===== src/rtl/pipe_stage_reg.sv =====
// Parametrised pipeline-stage register with valid/ready handshake, optional 2-entry skid
// buffer, flush (priority over stall) and an occupancy count for the flow controller.
module pipe_stage_reg #(
  parameter int unsigned        DATA_W       = 32,
  parameter bit                 SKID         = 1'b1,
  parameter logic [DATA_W-1:0]  RST_VAL      = '0,
  parameter bit                 CLR_ON_FLUSH = 1'b1
) (
  input  logic              clk,
  input  logic              rst_n,
  input  logic              up_valid_i,
  output logic              up_ready_o,
  input  logic [DATA_W-1:0] up_data_i,
  output logic              dn_valid_o,
  input  logic              dn_ready_i,
  output logic [DATA_W-1:0] dn_data_o,
  input  logic              stall_i,
  input  logic              flush_i,
  output logic [1:0]        occ_o
);

  logic              main_valid_q, main_valid_d;
  logic [DATA_W-1:0] main_data_q, main_data_d;
  logic              skid_valid_q, skid_valid_d;
  logic [DATA_W-1:0] skid_data_q, skid_data_d;
  logic              up_fire, dn_fire;

  assign dn_fire = main_valid_q & dn_ready_i & ~stall_i;
  assign up_fire = up_valid_i & up_ready_o;

  // With the skid buffer, ready depends only on state, cutting the path from dn_ready_i.
  if (SKID) begin : g_ready_skid
    assign up_ready_o = ~skid_valid_q & ~flush_i;
  end else begin : g_ready_comb
    assign up_ready_o = (~main_valid_q | dn_fire) & ~flush_i;
  end

  always_comb begin
    main_valid_d = main_valid_q;
    main_data_d  = main_data_q;
    skid_valid_d = skid_valid_q;
    skid_data_d  = skid_data_q;
    if (flush_i) begin
      main_valid_d = 1'b0;
      skid_valid_d = 1'b0;
      if (CLR_ON_FLUSH) begin
        main_data_d = RST_VAL;
        skid_data_d = RST_VAL;
      end
    end else if (skid_valid_q) begin
      if (dn_fire) begin
        main_data_d  = skid_data_q;
        skid_valid_d = 1'b0;
      end
    end else if (main_valid_q) begin
      if (up_fire && dn_fire) begin
        main_data_d = up_data_i;
      end else if (up_fire) begin
        // Only reachable with SKID=1; SKID=0 never accepts into a full stage without a drain.
        skid_valid_d = 1'b1;
        skid_data_d  = up_data_i;
      end else if (dn_fire) begin
        main_valid_d = 1'b0;
      end
    end else if (up_fire) begin
      main_valid_d = 1'b1;
      main_data_d  = up_data_i;
    end
  end

  always_ff @(posedge clk or negedge rst_n) begin
    if (!rst_n) begin
      main_valid_q <= 1'b0;
      main_data_q  <= RST_VAL;
    end else begin
      main_valid_q <= main_valid_d;
      main_data_q  <= main_data_d;
    end
  end

  if (SKID) begin : g_skid
    always_ff @(posedge clk or negedge rst_n) begin
      if (!rst_n) begin
        skid_valid_q <= 1'b0;
        skid_data_q  <= RST_VAL;
      end else begin
        skid_valid_q <= skid_valid_d;
        skid_data_q  <= skid_data_d;
      end
    end
  end else begin : g_no_skid
    assign skid_valid_q = 1'b0;
    assign skid_data_q  = RST_VAL;
  end

  assign dn_valid_o = main_valid_q;
  assign dn_data_o  = main_data_q;
  assign occ_o      = {1'b0, main_valid_q} + {1'b0, skid_valid_q};

endmodule


===== config.mk =====
export PLATFORM = sky130hd
export DESIGN_NAME = pipe_stage_reg
export DESIGN_NICKNAME = d
export VERILOG_FILES = /design/src/rtl/pipe_stage_reg.sv
export SDC_FILE = /design/constraint.sdc
export NUM_CORES = 1
export LEC_CHECK = 0
export CORE_MARGIN = 2
export CORE_UTILIZATION = 47
export CTS_CLUSTER_DIAMETER = 100
export DETAILED_ROUTE_END_ITERATION = 8
export PLACE_DENSITY = 0.87
export SLEW_MARGIN = 0
export SYNTH_ARGS = -nofsm -noshare
export SYNTH_HDL_FRONTEND = slang
export SYNTH_SLANG_ARGS = --single-unit

===== constraint.sdc =====
create_clock -name clk -period 1.55 [get_ports clk]
set_clock_uncertainty 0.05 [all_clocks]
set_input_delay 0.31 -clock clk [delete_from_list [all_inputs] [get_ports clk]]
set_output_delay 0.31 -clock clk [all_outputs]
set_load 0.01 [all_outputs]

# [Word-level counts from Yosys, hierarchy flattened]
# Cells that the tools add are included.
[op_classes] n_addsub=1 eq_ne=4 muxes=21 bitwise_logic=7 reduce_logical=6
[op_table] operator="$mux W32" n=10
[op_table] operator="$mux W1" n=11
[op_table] operator="$and A1 B1 Y1" n=4
[op_table] operator="$ne A2 B2 Y1 const B" n=2
[op_table] operator="$ne A4 B2 Y1 const B" n=1
[op_table] operator="$reduce_and A4 Y1" n=1
[op_table] operator="$reduce_bool A2 Y1" n=2
[op_table] operator="$reduce_bool A4 Y1" n=1
[op_table] operator="$ne A3 B2 Y1 const B" n=1
[op_table] operator="$not A1 Y1" n=3
[op_table] operator="$reduce_and A3 Y1" n=1
[op_table] operator="$add A1 B1 Y2" n=1
[op_table] operator="$logic_and A1 B1 Y1" n=1
[word_totals] reg_bits=66 output_inout_bits=36

# [Depth between registers and ports, before layout]
# Gate-level depths: netlist (run 1).
[depth] word_depth=8 depth_mapped=5

# [Worst setup path before layout (run 1)]
# Ideal clock, no wire load.
[synth_path] kind="reg-to-reg" from="register main_valid_q, in the netlist dn_valid_o" to="register main_data_q[20], in the netlist dn_data_o[20]" setup_ns=0.125 arrival_time_ns=1.370 required_ns=1.375 setup_slack_ns=0.006 path_stages_with_launch=5 n_path_buf=1 period_less_slack_ns=1.544 cell_sequence="dfrtp_1 -> and3b_1 -> o22ai_2 -> buf_4 -> mux2_2"
[synth_via] elab_chain_len=5
[synth_lines] element="start, declared" line="22" rtl="logic main_valid_q, main_valid_d;"
[synth_lines] element="start signal, assigned" line="76" rtl="main_valid_q <= main_valid_d;"
[synth_lines] element="$and A1 B1 Y1 (2 in a row)" line="28" rtl="assign dn_fire = main_valid_q & dn_ready_i & ~stall_i;"
[synth_lines] element="$logic_and A1 B1 Y1" line="56" rtl="if (up_fire && dn_fire) begin"
[synth_lines] element="$ne A4 B2 Y1 (no source line)"
[synth_lines] element="$reduce_and A3 Y1 (no source line)"
[synth_lines] element="end signal, assigned" line="77" rtl="main_data_q <= main_data_d;"
[synth_lines] element="end, declared" line="23" rtl="logic [DATA_W-1:0] main_data_q, main_data_d;"
# Parallel ways exist; a longest one is shown, timed or not.
# A chain may end at the register's enable or synchronous reset.

# [Final worst setup path (run 1)]
[layout_path] from="register skid_valid_q" to="register skid_data_q[14]"
[layout_via] elab_chain_len=6
[layout_lines] element="start, declared" line="24" rtl="logic skid_valid_q, skid_valid_d;"
[layout_lines] element="start signal, assigned" line="87" rtl="skid_valid_q <= skid_valid_d;"
[layout_lines] element="$not A1 Y1" line="33" rtl="assign up_ready_o = ~skid_valid_q & ~flush_i;"
[layout_lines] element="$and A1 B1 Y1" line="33"
[layout_lines] element="$and A1 B1 Y1" line="29" rtl="assign up_fire = up_valid_i & up_ready_o;"
[layout_lines] element="$logic_and A1 B1 Y1" line="56"
[layout_lines] element="$ne A2 B2 Y1 (no source line)"
[layout_lines] element="$reduce_and A4 Y1 (no source line) *"
[layout_lines] element="end signal, assigned" line="88" rtl="skid_data_q <= skid_data_d;"
[layout_lines] element="end, declared" line="25" rtl="logic [DATA_W-1:0] skid_data_q, skid_data_d;"
# Mark *: on every way between the ends. The rest lies on a longest branch, timed or not.

==> results by group, run 1 <==
Outcome
  – Status: complete, but fails checks
  – Failing checks: setup timing

Timing
  – RSZ-0062 raised after global routing: true
  – Finish-stage setup viols: 65
  – Hold Violations, Final: 0
  – Final WS setup: -192 ps
  – Slew Limit Fails: 0
  – F_max: approximately 0.57 GHz
  – Tmin final: about 1700 ps
  – Worst-Margin Slew: approximately 370 ps
  – Max-slew headroom: roughly three quarters
  – Crit share post-route: 112%
  – Sum Neg Setup Slack: -4370 ps

Synthesis
  – Yosys top cell area share: a little under half
  – Count of cell types in the netlist: 19
  – Cell taking the most area after synthesis: dfrtp_1
  – Mapped Area: around 3600 µm²
  – Synth Instances: about 330
  – Sequential area share after synthesis: a little under half
  – Yosys reg bits: 66
  – Mean Syn Cell Area: approximately 11 µm²
  – Yosys warning count: 0
  – Top cells by area, synth: dfrtp_1 (46%), mux2i_1 (18%), nand2b_1 (11%), mux2_2 (9.4%), nor2b_1 (5.6%)
  – Post-Syn Nets: ~370

Detailed routing
  – DR WL/cell: around 16 µm
  – Remaining antenna violation count: 0
  – Final WL: around 8.1 mm
  – DRT Pass-1 Iters: 4
  – DR iter-0 viols: about 160
  – Post-route DRC: 0
  – Vias: about 2.6k
  – Vias per cell: between 5 and 6

GRT
  – First-pass GRT wire length: between 10 and 15 mm
  – Initial antenna violation count: 0
  – Grt ovf: 0
  – Vias in the first global route: around 2.6k
  – Total track usage: about 20%
  – Pin count of the biggest net entering global routing: 87

Layout
  – Nets@finish: ~450
  – Final Instance Area: ~4800 µm²
  – Multi-input combinational cell area: about 1900 µm²
  – Synth-to-Final Area Change: 33.8%
  – Fillers: ~560
  – Number of inserted diodes: 0
  – Layout cells sized above 1: between 10% and 20%
  – Post-Route Utilization: 65.7%
  – Layout Cells excl Fill: around 500
  – Reg area: between 1500 and 2000 µm²

Die
  – Die Wd: roughly 90 µm
  – Die height: between 90 and 100 µm
  – Die Area: 8380 µm²
  – Placeable Area: 7330 µm²
  – IO Count: 74
  – Starting density of the core: 49.1%
  – Row cnt: 31

Power and ir drop
  – Leak: about 2.2 nW
  – Cell Pwr Density: ~840 nW/µm²
  – Power, Total: between 4 and 5 mW
  – Clock Power Share: 30.6%
  – Switching share of total power: between 20 and 30%
  – IR drop worst, VDD: ~500 µV
  – Sw Pwr: 1.13 mW
  – Internal power: approximately 2.9 mW
  – Comb power frac: between 20% and 30%
  – Sequential power share: between 40% and 50%

Clock network
  – Clk_lat worst skew: around 330 ps
  – CTS tree: done
  – Num CTS Buffers: 9
  – CTS Buffer Depth: 2
  – Clock root cell: clkbuf_8
  – H-Tree Depth: 3
  – Worst-path clk slew: about 70 ps
  – Clk sinks: 66

Worst setup path
  – Slowest-stage cell, CP: dfrtp_2
  – Setup crit end kind: flip-flop
  – CP most frequent cell: buf_12
  – Crit-path cells: buf_6 > buf_12 > and4b_2 > buf_12 > mux2i_1
  – Worst setup path class: flip-flop to flip-flop
  – Slowest stage delay, CP: 420 ps
  – WP data arrival: between 1500 and 2000 ps
  – CP required: 1730 ps
  – Reg2reg start: skid_valid_q
  – Worst setup SP type: flip-flop
  – Critical path fanouts, max: 13
  – R2R Setup Slk: -190 ps
  – Crit path launch: skid_valid_q

Place
  – Placed Area: around 4500 µm²
  – # port buffers: 73
  – Placed Instances: about 490
  – GPL Wtd Cong: 0.768
  – Placed wire-length estimate: between 4 and 5 mm

Worst hold path
  – HP Class: input port to asynchronous set/reset pin

Job
  – Max-cap violations: 0
worst paths after layout:
kind,end,cells after the start
max in group asynchronous,skid_valid_q,3
min in group clk,dn_valid_o,3
min,skid_data_q[8],3
min reg2reg,skid_data_q[24],2
max reg2reg,skid_data_q[14],5
max,skid_data_q[14],5
registers in the layout, indices dropped and copies added (netlist names):
name          flops
skid_data_q      32
skid_valid_q      1
dn_valid_o        1
dn_data_o        32
kinds of logic after synthesis:
logic type	share of synthesized area (%)
multiplexers	27.8
flip-flops	45.9
adder cells (fa/ha/maj)	0.348
buffers and inverters	3.96
AO/OA/AOI/OAI	0.765
AND/OR/NAND/NOR	21.2
cells in the final DEF, fill, tap and decap left out, types with 2 or more instances in the layout:
master | Yosys | final
a21oi_1 | 2 | 2
buf_12 | 0 | 7
buf_2 | 3 | 3
buf_4 | 6 | 7
buf_6 | 3 | 5
clkbuf_16 | 0 | 2
clkbuf_8 | 0 | 9
clkdlybuf4s50_1 | 0 | 35
clkinv_2 | 0 | 2
clkinvlp_4 | 0 | 3
dfrtp_1 | 66 | 65
dlygate4sd2_1 | 0 | 33
mux2_1 | 2 | 2
mux2_2 | 30 | 15
mux2_4 | 0 | 15
mux2i_1 | 64 | 63
nand2b_1 | 66 | 66
nor2_1 | 34 | 33
nor2b_1 | 32 | 32
cell type report:
type | count | share of cell area (%)
Timing Repair Buffer | 95 | 20.7
Clock inverter | 5 | 0.676
Tap cell | 99 | 2.57
Multi-Input combinational cell | 236 | 39.1
Clock buffer | 10 | 2.65
Sequential cell | 66 | 34.3
power groups by stage:
stage	clock, mW	combinational (mW)	sequential (mW)
global placement	0	0.841	1.91
CTS	1.25	0.904	1.88
floorplan	0	0.419	1.94
finish	1.24	0.924	1.88
global route	1.34	0.991	1.89
detailed placement	0	0.866	1.92
through the flow:
step	setup WS, ps	hold slack, ps
after CTS	-96.6	420
after global routing	-198	455
after global placement	-356	304
final	-192	438
after floorplan	5.51	-35.6
after detailed placement	-385	305
worst max-delay path: cells and delay by family (launching register included):
kind                   cells  cell delay, ps
muxes                      1             290
and+or+nand+nor            1             400
buffers and inverters      3             460
DFF                        1             420
per-layer routing:
metal  up-vias  GRT usage (%)  wire length, µm
met2        71           32.2             3970
met5         -              0                0
met1      1272           25.4             3610
met3        14           4.81              378
li1       1237              -                -
met4         0           6.57              170
Yosys cell counts, drive strengths merged:
| library cell | count |
|---|---|
| nor2 | 34 |
| nor3 | 1 |
| ha | 1 |
| a21oi | 2 |
| clkbuf | 10 |
| dfrtp | 66 |
| nand2b | 66 |
| mux2i | 64 |
| and3b | 1 |
| buf | 15 |
| mux2 | 32 |
| o21ai | 1 |
| and4b | 1 |
| nor2b | 32 |
| o22ai | 1 |
what timing repair did:
action / in CTS / in global routing
resized for setup: 60 / 13
endpoints found under the setup margin: 53 / 66
hold endpoints to repair: 66 / 0
setup buffers: 6 / 3
hold buffers: 1 / 0
pin swaps: 2 / 2
cloned: 2 / 2
Note: power is estimated with default switching activity, not from simulation.
==> inputs of run 2 (changes only) <==
- CORE_MARGIN: 2 -> default
- SKIP_CTS_REPAIR_TIMING: default -> 1
==> run 2 against run 1 <==
Compared with the run above: the flow still finishes with violations (setup timing); utilization grew 0.22 points; critical endpoint is now dn_data_o[17]; count of clock-buffer cells in the layout increased by 1; power grew 3.9%; first-iteration DRC count is 48% lower; largest power group unchanged; largest cell class unchanged.
==> results by group, run 2 (synthesis gave the netlist of run 1 again) <==
Job
  – Max-cap violations: 0

Timing
  – Hold Violations, Final: 0
  – Worst-Margin Slew: 433 ps
  – Final WS setup: -40.7 ps
  – Tmin final: between 1500 and 2000 ps
  – Finish-stage setup viols: 30
  – RSZ-0062 raised after global routing: true
  – Max-slew headroom: roughly 70%
  – Worst hold slack: ~460 ps
  – Crit share post-route: 103%
  – F_max: around 0.63 GHz
  – Slew Limit Fails: 0

GRT
  – Pin count of the biggest net entering global routing: 131
  – Vias in the first global route: 2,564
  – Total track usage: 19.8%
  – First-pass GRT wire length: about 12 mm
  – Initial antenna violation count: 0
  – Grt ovf: 0

Detailed routing
  – DR WL/cell: 14.7 µm
  – Final WL: approximately 7.5 mm
  – Post-route DRC: 0
  – Remaining antenna violation count: 0
  – Vias: approximately 2.5k
  – DR iter-0 viols: between 80 and 90
  – Vias per cell: between 4 and 5
  – DRT Pass-1 Iters: 4

Worst setup path
  – WP data arrival: 1750 ps
  – CP required: 1710 ps
  – Worst setup path class: input port to flip-flop
  – Critical path fanouts, max: 32
  – Worst setup SP type: input port
  – Crit path launch: stall_i
  – R2R Setup Slk: -20 ps
  – Crit-path cells: clkdlybuf4s50_1 > and3b_1 > o22ai_4 > buf_12 > mux2_2
  – Reg2reg start: dn_valid_o
  – Worst r2r path cells: 6
  – Levels on crit path: 5
  – Worst path bufs/invs: 2
  – Cell family with most CP delay: buffers and inverters
  – Slowest-stage cell, CP: clkdlybuf4s50_1
  – Worst R2R End: dn_data_o[24]
  – Setup crit end kind: flip-flop
  – Slowest stage delay, CP: approximately 470 ps
  – End of the critical path: dn_data_o[17]

Clock network
  – Clk_lat worst skew: approximately 330 ps
  – Clock root cell: clkbuf_8
  – H-Tree Depth: 3
  – Num CTS Buffers: 9
  – Worst-path clk slew: 70 ps
  – Clk sinks: 66
  – CTS tree: done
  – CTS Buffer Depth: 2

Layout
  – Commonest non-fill, non-tap cells in the layout: nand2b_1 (66), dfrtp_1 (65), mux2i_1 (62)
  – Layout Cells excl Fill: roughly 510
  – Reg area: 1650 µm²
  – Fillers: roughly 560
  – Nets@finish: roughly 440
  – Synth-to-Final Area Change: 34.2%
  – Multi-input combinational cell area: between 1500 and 2000 µm²
  – Layout cells sized above 1: 17.8%
  – Number of inserted diodes: 0
  – Most common cell after layout, fill and taps aside: nand2b_1

Die
  – Die Area: 8010 µm²
  – Die height: slightly below 90 µm
  – Starting density of the core: about half
  – Row cnt: 31
  – Placeable Area: between 7000 and 8000 µm²
  – IO Count: 74
  – Die Wd: 89.5 µm

Worst hold path
  – HP Class: input port to asynchronous set/reset pin

Place
  – GPL Wtd Cong: about 0.8
  – # port buffers: 73
  – Placed wire-length estimate: roughly 4.7 mm
  – Placed Instances: around 490

Outcome
  – Failing checks: setup timing
  – Status: complete, but fails checks

Power and ir drop
  – Leak: 2.59 nW
  – Cell Pwr Density: a little under 900 nW/µm²
  – IR drop worst, VDD: between 500 and 600 µV
[run 2: changes by cell type in the layout (fill, tap and decap cells not counted), moves of 3 or more]
cell | previous run | this run
dlymetal6s2s_1 | 0 | 34
dlygate4sd2_1 | 33 | 0
mux2_2 | 15 | 30
mux2_4 | 15 | 0
buf_4 | 7 | 10
buf_6 | 5 | 2
[run 2: cell type report]
type | count | area share (%)
multi-input combinational | 236 | 37.8
sequential | 66 | 34.2
timing repair buffer | 91 | 21.2
clock buffer | 11 | 3.13
tap | 99 | 2.56
clock inverter | 5 | 1.09
[run 2: per-layer routing]
layer | up-vias | GRT usage [%] | routed length [µm]
li1 | 1232 | - | -
met5 | - | 0 | 0
met4 | 0 | 8.51 | 117
met1 | 1219 | 25.2 | 3430
met2 | 53 | 33.5 | 3700
met3 | 13 | 3.23 | 229
[run 2: per-stage QoR]
step / TNS, ps / util [%] / worst slack, ps / total power, mW / instance area [µm²]
after floorplan: 0 / - / 5.51 / 2.36 / 3600
after global placement: -17190 / 61.2 / -355 / 2.75 / 4490
after detailed placement: -18820 / 61.2 / -382 / 2.77 / 4490
after CTS: -3100 / 64.0 / -389 / 4.25 / 4690
after global routing: -1850 / 65.9 / -72.8 / 4.39 / 4830
final: -717 / 65.9 / -40.7 / 4.20 / 4830
[run 2: worst min-delay path, delay by kind of cell]
family,cells,cell delay (ps)
buffers and inverters,3,930
[run 2: worst min-delay path by stage]
stage,depth (start not counted),from,slack [ps],end
after global placement,2,rst_n,310,skid_data_q[9]
after global routing,3,rst_n,510,skid_data_q[4]
final,3,rst_n,460,dn_data_o[9]
after detailed placement,2,rst_n,310,dn_data_o[9]
after CTS,2,rst_n,-50,dn_data_o[9]
after floorplan,0,rst_n,-40,dn_data_o[0]
[run 2: report_power, final]
part / internal, mW / switching (mW) / leakage [nW] / total (mW)
clock network: 0.823 / 0.655 / 0.105 / 1.48
registers: 1.82 / 0.0576 / 0.897 / 1.88
logic: 0.478 / 0.362 / 1.58 / 0.840
==> inputs of run 3 (changes only) <==
- SLEW_MARGIN: 0 -> 20
==> results of run 3 <==
No change in the layout: final DEF, timing and power equal those of run 2.
==> edit: new RTL, config.mk and constraints of run 1 <==
Make the reset (`rst_n`) synchronous in 2 clocked blocks.
--- a/src/rtl/pipe_stage_reg.sv
+++ b/src/rtl/pipe_stage_reg.sv
@@ -69,5 +69,5 @@
   end
 
-  always_ff @(posedge clk or negedge rst_n) begin
+  always_ff @(posedge clk) begin
     if (!rst_n) begin
       main_valid_q <= 1'b0;
@@ -80,5 +80,5 @@
 
   if (SKID) begin : g_skid
-    always_ff @(posedge clk or negedge rst_n) begin
+    always_ff @(posedge clk) begin
       if (!rst_n) begin
         skid_valid_q <= 1'b0;
Formal check against the unedited RTL: differs if rst_n is asserted again (counterexample within 4 cycles, from zero or initial values and one cycle with rst_n low); with rst_n held inactive, the same outputs for 4 cycles.
==> edit against run 1 <==
The run still ends with setup timing left. Sequential cell count unchanged. Cell area is 13% lower. Wire length fell by 6.3%. Critical path type unchanged. Clock power increased by 30%. Global-route usage increased by 2.7 points. Area after synthesis fell by 18%. Setup slack improved by 0.049 ns. Power is 3.7% lower.
==> edit: results (changes against run 1) <==
Status
  • Status: finished with violations (unchanged)
  • Failing checks: setup timing (unchanged)

Route
  • Met1 Routed Length: 3220 µm (was 3610 µm)
  • Total routed wirelength: 7620 µm (was 8130 µm)
  • Routed met3 length: 437 µm (was 378 µm)
  • Initial DRC count: 143 (was 161)
  • Vias per cell: 5.13 (was 5.08)

Final layout
  • Share of layout cells above drive strength 1: 20.0% (was 18.2%)
  • Multi-input logic area: 0.00151 mm² (was 0.00188 mm²)
  • Fillers: 453 (was 557)
  • Layout Cells excl Fill: 504 (was 511)
  • Final nets: 465 (was 447)

Placement
  • # port buffers: 73 (unchanged)
  • RePlAce Congestion: 0.797 (was 0.768)
  • Placed insts: 481 (was 486)
  • Placed Area: 0.00383 mm² (was 0.00449 mm²)
  • Worst slack, placed: -0.462 ns (was -0.385 ns)

Synthesis
  • Top cells by count, synth: nand2_1, dfxtp_1, a21oi_1, mux2_2, mux2i_1 (was dfrtp_1, nand2b_1, mux2i_1, nor2_1, nor2b_1)
  • Adder-cell share of the synthesized area: 1.28% (was 0.348%)
  • Top post-synthesis cells by area: dfxtp_1, nand2_1, mux2_2 (was dfrtp_1, mux2i_1, nand2b_1)
  • Compound-Gate Fraction of Synth Area: 6.27% (was 0.765%)
  • Sequential-to-total area share from yosys stat: 45.0% (was 45.9%)
  • Post-Syn Area per Cell: 8.71 µm² (was 11.0 µm²)
  • Async set-or-reset flop fraction in the synthesized netlist: 0% (was 100%)
  • Synth unique cells: 23 (was 19)
  • Syn_nets: 378 (was 366)
  • Fraction of synthesized area in multiplexers: 23.2% (was 27.8%)

Power and ir drop
  • Static leakage: 1.79 nW (was 2.22 nW)
  • VDD IR max: 606 µV (was 496 µV)

STA
  • Setup_tns: -2.22 ns (was -4.37 ns)
  • Final worst slack: -0.142 ns (was -0.192 ns)
  • Final setup fails: 33 (was 65)
  • Least-Margin Pin Slew: 0.266 ns (was 0.374 ns)

Setup path
  • Critical path's slowest cell: or3b_4 (was dfrtp_2)
  • CP Data Arrival Time: 1.88 ns (was 1.92 ns)
  • Critical path fanouts, max: 5 (was 13)
  • Slowest stage delay, CP: 0.40 ns (was 0.42 ns)

Worst hold path
  • Hold Path Class: flop to flop (was primary input to async pin)

Global routing
  • Global-route wire length before repair: 12,200 µm (was 13,000 µm)
  • Vias in the first global route: 2,548 (was 2,647)
  • GRT Resource Usage Total: 22.3% (was 19.6%)

Clock network
  • Worst-Skew Late Latency: 0.35 ns (was 0.33 ns)
  • Clock-pin slew on the worst setup and hold paths: 0.07 ns (about the same)
  • H-tree levels: 3 (unchanged)
edit: repair_timing:
action	4_1_cts	5_1_grt
hold buffers	0	0
endpoints found under the hold margin	0	0
gates resized for setup	58	5
pin swaps	1	3
endpoints found under the setup margin	100	51
buffers inserted	3	0
gates cloned	4	0
edit: logic make-up (layout without fill, tap and decap cells):
group | after synthesis | count (layout)
fa+ha+maj | 3 | 3
simple gates | 141 | 141
mux | 64 | 64
buf+inv | 27 | 119
flops | 66 | 66
compound gates | 36 | 36
edit: worst max-delay path, delay by kind of cell (launching register included):
kind | cells | cell delay (ns)
AO/OA/AOI/OAI | 1 | 0.17
flip-flops | 1 | 0.37
multiplexers | 1 | 0.18
AND/OR/NAND/NOR | 2 | 0.51
buffers and inverters | 2 | 0.31
edit: where the power goes:
part	internal (mW)	total (mW)	switching (mW)
clock	0.944	1.61	0.669
sequential	1.72	1.74	0.0164
combinational	0.309	0.534	0.225
edit: area by class of cell:
cell class / instances / share of cell area [%]
clock buffers: 11 / 3.38
repair buffers: 101 / 24.7
multi-input cells: 244 / 36.0
inverters: 2 / 0.179
flip-flops and latches: 66 / 31.6
well taps: 75 / 2.24
clock inverters: 5 / 1.85
edit: worst paths after layout:
| path | startpoint | endpoint | slack, ns | depth (start not counted) |
|---|---|---|---|---|
| setup / recovery | skid_valid_q | dn_data_o[19] | -0.14 | 6 |
| hold / removal | skid_data_q[1] | skid_data_q[1] | 0.40 | 2 |
| setup reg to reg | skid_valid_q | dn_data_o[19] | -0.14 | 6 |
| hold reg to reg | skid_data_q[1] | skid_data_q[1] | 0.40 | 2 |
edit: metal layers:
metal,global-route usage (%),up-vias
met5,0,-
met4,8.64,0
met3,6.06,14
met2,38.4,88
met1,26.4,1205
li1,-,1281
